$ cat src/rtl/ldm_stm_sequencer.sv
// ldm_stm_sequencer: walks an LDM/STM register list, one dcache uop per cycle, with optional base writeback.
module ldm_stm_sequencer (
  input  logic        clock,
  input  logic        reset_n,
  input  logic        req_valid,
  output logic        req_ready,
  input  logic        req_load,
  input  logic        req_increment,
  input  logic        req_before,
  input  logic        req_writeback,
  input  logic [3:0]  req_base_reg,
  input  logic [31:0] req_base,
  input  logic [15:0] req_reglist,
  output logic [3:0]  rf_raddr,
  input  logic [31:0] rf_rdata,
  output logic        rf_we,
  output logic [3:0]  rf_waddr,
  output logic [31:0] rf_wdata,
  output logic [31:0] dc_addr,
  output logic [31:0] dc_data_in,
  output logic [4:0]  dc_uop,
  input  logic [31:0] dc_data_out,
  output logic        busy,
  output logic        done
);
  localparam logic [4:0] STR_UOP = 5'b01001;
  localparam logic [4:0] LDR_UOP = 5'b01010;
  localparam logic [4:0] NOP_UOP = 5'b00000;
  typedef enum logic [2:0] {IDLE, XFER, DRAIN, WB, DONE} state_t;
  state_t state, state_nx;
  logic load, wb_en, pend_valid, xfer, in_wb;
  logic [3:0] base_reg, pend_reg, r;
  logic [4:0] n;
  logic [15:0] pending, remain;
  logic [31:0] final_base, cur_addr, span, start;
  always_comb begin
    n = '0;
    for (int i = 0; i < 16; i++) n = n + {4'b0, req_reglist[i]};
    span = {25'b0, n, 2'b00};
    start = req_increment ? (req_before ? req_base + 32'd4 : req_base)
                          : (req_before ? req_base - span : req_base - span + 32'd4);
    r = '0;
    for (int i = 15; i >= 0; i--) if (pending[i]) r = 4'(i);
    remain = pending & ~(16'b1 << r);
  end
  always_comb begin
    state_nx = state;
    case (state)
      IDLE:    state_nx = req_valid ? (req_reglist == '0 ? DONE : XFER) : IDLE;
      XFER:    state_nx = remain != '0 ? XFER : load ? DRAIN : wb_en ? WB : DONE;
      DRAIN:   state_nx = wb_en ? WB : DONE;
      WB:      state_nx = DONE;
      default: state_nx = IDLE;
    endcase
  end
  // Load data returns the cycle after issue, so writes trail issues by one cycle.
  always_comb begin
    xfer       = state == XFER;
    in_wb      = state == WB;
    req_ready  = state == IDLE;
    busy       = state != IDLE;
    done       = state == DONE;
    dc_uop     = xfer ? (load ? LDR_UOP : STR_UOP) : NOP_UOP;
    dc_addr    = xfer ? cur_addr : '0;
    rf_raddr   = xfer && !load ? r : '0;
    dc_data_in = xfer && !load ? rf_rdata : '0;
    rf_we      = pend_valid | in_wb;
    rf_waddr   = pend_valid ? pend_reg : in_wb ? base_reg : '0;
    rf_wdata   = pend_valid ? dc_data_out : in_wb ? final_base : '0;
  end
  always_ff @(posedge clock or negedge reset_n) begin
    if (!reset_n) begin
      state      <= IDLE;
      load       <= 1'b0;
      wb_en      <= 1'b0;
      base_reg   <= '0;
      final_base <= '0;
      cur_addr   <= '0;
      pending    <= '0;
      pend_valid <= 1'b0;
      pend_reg   <= '0;
    end else begin
      state      <= state_nx;
      pend_valid <= xfer && load;
      pend_reg   <= r;
      if (req_ready && req_valid) begin
        load       <= req_load;
        wb_en      <= req_writeback & ~(req_load & req_reglist[req_base_reg]);
        base_reg   <= req_base_reg;
        final_base <= req_increment ? req_base + span : req_base - span;
        cur_addr   <= start;
        pending    <= req_reglist;
      end else if (xfer) begin
        pending  <= remain;
        cur_addr <= cur_addr + 32'd4;
      end
    end
  end
endmodule

$ cat config.mk
export PLATFORM = sky130hd
export DESIGN_NAME = ldm_stm_sequencer
export DESIGN_NICKNAME = d
export VERILOG_FILES = /design/src/rtl/ldm_stm_sequencer.sv
export SDC_FILE = /design/constraint.sdc
export NUM_CORES = 1
export LEC_CHECK = 0
export ABC_CLOCK_PERIOD_IN_PS = 6010
export CAP_MARGIN = 20
export CORE_MARGIN = 4
export CORE_UTILIZATION = 29
export DETAILED_ROUTE_END_ITERATION = 6
export SLEW_MARGIN = 20
export SYNTH_ARGS = -nofsm -noshare
export SYNTH_HDL_FRONTEND = slang
export SYNTH_SLANG_ARGS = --single-unit
$ cat constraint.sdc
create_clock -name clock -period 6.01 [get_ports clock]
set_input_delay 1.202 -clock clock [delete_from_list [all_inputs] [get_ports clock]]
set_output_delay 1.202 -clock clock [all_outputs]
set_load 0.005 [all_outputs]
==> flow_summary.toml <==
[outcome]
status = "finished, violations left"
violations = "negative setup slack"

[final_layout]
register_area_sq_um = 2350
multi_input_area_sq_um = 7520
syn2layout_area_growth_pct = 53.4
nets = 1667
final_layout_size_suffix_gt1_share_pct = 23.0
utilization_pct = 45.4
layout_commonest_cell = "clkdlybuf4s50_1"
fill_cells = 3092
insertedDiodeCount = 0
final_cell_mix = "clkdlybuf4s50_1, nand2_1, buf_4"
top_regs = "cur_addr (32), final_base (32), pending (16)"

[routing]
wire_per_inst_microns = 19.1
vias_per_cell = 5.30
wl_met3_microns = 1960
wl_met1_microns = 15800
dr_wl_met2_microns = 18200
routed_wl_microns = 36600
vias = 10173
drt_iter0_drc = 819
routed.top_layer = "met4"
drtPass1Iterations = 7
post-route-drc-count = 0
postRouteAntennaNets = 0

[sta]
fin_setup_tns_ns = -13.78
drv_slew = 0
fmax_ghz = 0.150
setup_ws_ns = -0.673
finClkSkew_ns = 0.0136
rsz0062_at_grt = "yes"
hold_viol_final = 0
finalSetupViolCount = 36
finalCritPeriodShare_pct = 111
worst_pin_slew_ns = 1.05
maxSlewHeadroom_pct = 29.8
min_period_ns = 6.68

[floorplan]
die_w_microns = 188
io_pins = 236
start_util_pct = 29.6
die_area_sq_um = 35300
die_h_microns = 188
rows = 65
core_area_sq_um = 31700

[clock_tree]
clockBufferDepth = 2
ctsHoldBuffers = 0
cts.sinks = 94
clock_latency_ns = 0.35
cts_made_buffers = 9
cts_tree = "yes"
h-tree-depth = 3
clockRootBuffer = "clkbuf_16"
clk_pin_slew_worst_paths_ns = 0.07

[power]
peakVddDrop_v = 0.000303
power.leakage_nw = 5.65
power_density_nw_per_um2 = 456

[yosys]
synth_top_area_cell = "dfrtp_1"
netlist_area_sq_um = 9390
synth_top_area_share_pct = 25.0
synth_edf_count = 0
ys_seq_area_share_pct = 25.0
ys_ff_latch = 94
syn_avg_cell_area_sq_um = 7.73
synth_cells = 1214
async_flop_share_pct = 100
synth_area_leaders = "dfrtp_1, xnor2_1, nand2_1"
synth-main-ff-cell = "dfrtp_1"
ys.warnings.count = 0
ys_types = 88

[global_routing]
grt_pass1_wl_microns = 56100
grt_pass1_vias = 9879
globalRouteOverflowTotal = 0
grt_max_degree = 67
antenna_found_initial = 0
track_usage_pct = 19.7

[critical_path]
critPathArrivalTime_ns = 6.92
critPathRequiredTime_ns = 6.25
crit_start = "req_reglist[1]"
rrSetupSlack_ns = 2.29
crit_path_end_kind = "flip-flop"
timing.rr.start = "state[1]$_DFF_PN0_"
rr_worst_depth = 11
crit_end = "cur_addr[30]$_DFFE_PN0N_"
timing.rr.end = "cur_addr[31]$_DFFE_PN0N_"
crit_type = "input port to flip-flop"
setup.worst_path.start_class = "input port"
worstPathMaxFanout = 4

[placed_design]
gp_congestion = 0.930
dp_hpwl_microns = 28200
io_buffers = 233

[flow_run]
drv_cap = 0

[min_path]
hp-class = "flip-flop to flip-flop"
layer usage:
| layer | up-vias | GRT usage, % |
|---|---|---|
| li1 | 4877 | - |
| met2 | 394 | 34.7 |
| met3 | 49 | 2.29 |
| met1 | 4853 | 25.8 |
| met4 | 0 | 4.52 |
| met5 | - | 0 |
through the flow:
stage / power, mW / setup WS [ns] / hold slack [ns] / instances / cell area [sq um]
5_1_grt: 7.05 / -0.850 / 0.493 / 1918 / 14400
6_report: 6.57 / -0.673 / 0.475 / 1918 / 14400
2_1_floorplan: 3.46 / -0.588 / 0.438 / 1215 / 9490
4_1_cts: 6.37 / -0.628 / 0.474 / 1901 / 13800
3_5_place_dp: 5.38 / -1.67 / 0.456 / 1869 / 12800
3_3_place_gp: 5.33 / -1.52 / 0.454 / 1869 / 12800
cells in the mapped netlist, types with 10 or more instances:
cell and number:
a21o_1 15, a21oi_1 40, a31oi_1 10, and2_1 73, and3_1 14, buf_1 12
clkbuf_1 59, dfrtp_1 94, fa_1 12, ha_1 20, inv_1 51, mux2i_1 43
nand2_1 133, nand3_1 42, nand4_1 26, nor2_1 119, nor3_1 40, nor4_1 15
o21ai_0 83, o22ai_1 11, or3_1 18, xnor2_1 60, xor2_1 46
worst min path at each step:
stage,slack (ns),depth (start not counted),to,from
6_report,0.47,2,cur_addr[1]$_DFFE_PN0P_,cur_addr[1]$_DFFE_PN0P_
3_3_place_gp,0.45,2,cur_addr[1]$_DFFE_PN0P_,cur_addr[1]$_DFFE_PN0P_
3_5_place_dp,0.46,2,cur_addr[1]$_DFFE_PN0P_,cur_addr[1]$_DFFE_PN0P_
2_1_floorplan,0.44,2,cur_addr[0]$_DFFE_PN0P_,cur_addr[0]$_DFFE_PN0P_
5_1_grt,0.49,2,base_reg[0]$_DFFE_PN0P_,base_reg[0]$_DFFE_PN0P_
4_1_cts,0.47,2,cur_addr[1]$_DFFE_PN0P_,cur_addr[1]$_DFFE_PN0P_
layout make-up:
| cell class | instances | area share (%) |
|---|---|---|
| Clock buffer | 9 | 1.56 |
| Tap cell | 402 | 3.49 |
| Inverter | 52 | 1.46 |
| Sequential cell | 94 | 16.3 |
| Multi-Input combinational cell | 983 | 52.2 |
| Clock inverter | 6 | 0.652 |
| Timing Repair Buffer | 372 | 24.3 |
where the power goes:
part           switching (mW)  internal (mW)  leakage (nW)
Sequential              0.306          0.925          1.15
Combinational            2.37           2.33          4.33
Clock                   0.269          0.368         0.158
Total                    2.94           3.62          5.65
critical path: stages:
cell and delay [ns]:
buf_8 0.08, inv_4 0.03, fa_1 0.50, fa_1 0.57, fa_2 0.47, fa_1 0.54, inv_2 0.05, ha_4 0.17
fa_2 0.59, fa_2 0.48, inv_2 0.10, ha_4 0.14, nand2_4 0.05, or4_4 0.55, a2111oi_4 0.43, nand4_1 0.17
buf_6 0.17, buf_12 0.12, nor2_4 0.09, xor2_1 0.08, a222oi_1 0.34
logic make-up (layout without fill, tap and decap cells):
logic type | after synthesis | in the layout | synth area share, %
compound gates | 251 | 252 | 18.0
xor+xnor | 107 | 107 | 10.1
fa+ha+maj | 33 | 33 | 5.33
buf+inv | 139 | 439 | 5.97
flops | 94 | 94 | 25.1
mux | 52 | 52 | 6.38
other cells | 1 | 2 | 0.0399
simple gates | 537 | 537 | 29.1
what timing repair did:
item / CTS / global route
pin swaps: 66 / 70
setup buffers: 19 / 26
setup endpoints to repair: 52 / 49
resized for setup: 182 / 103
gates cloned: 1 / 0
Power figures use the tool's default switching activity.
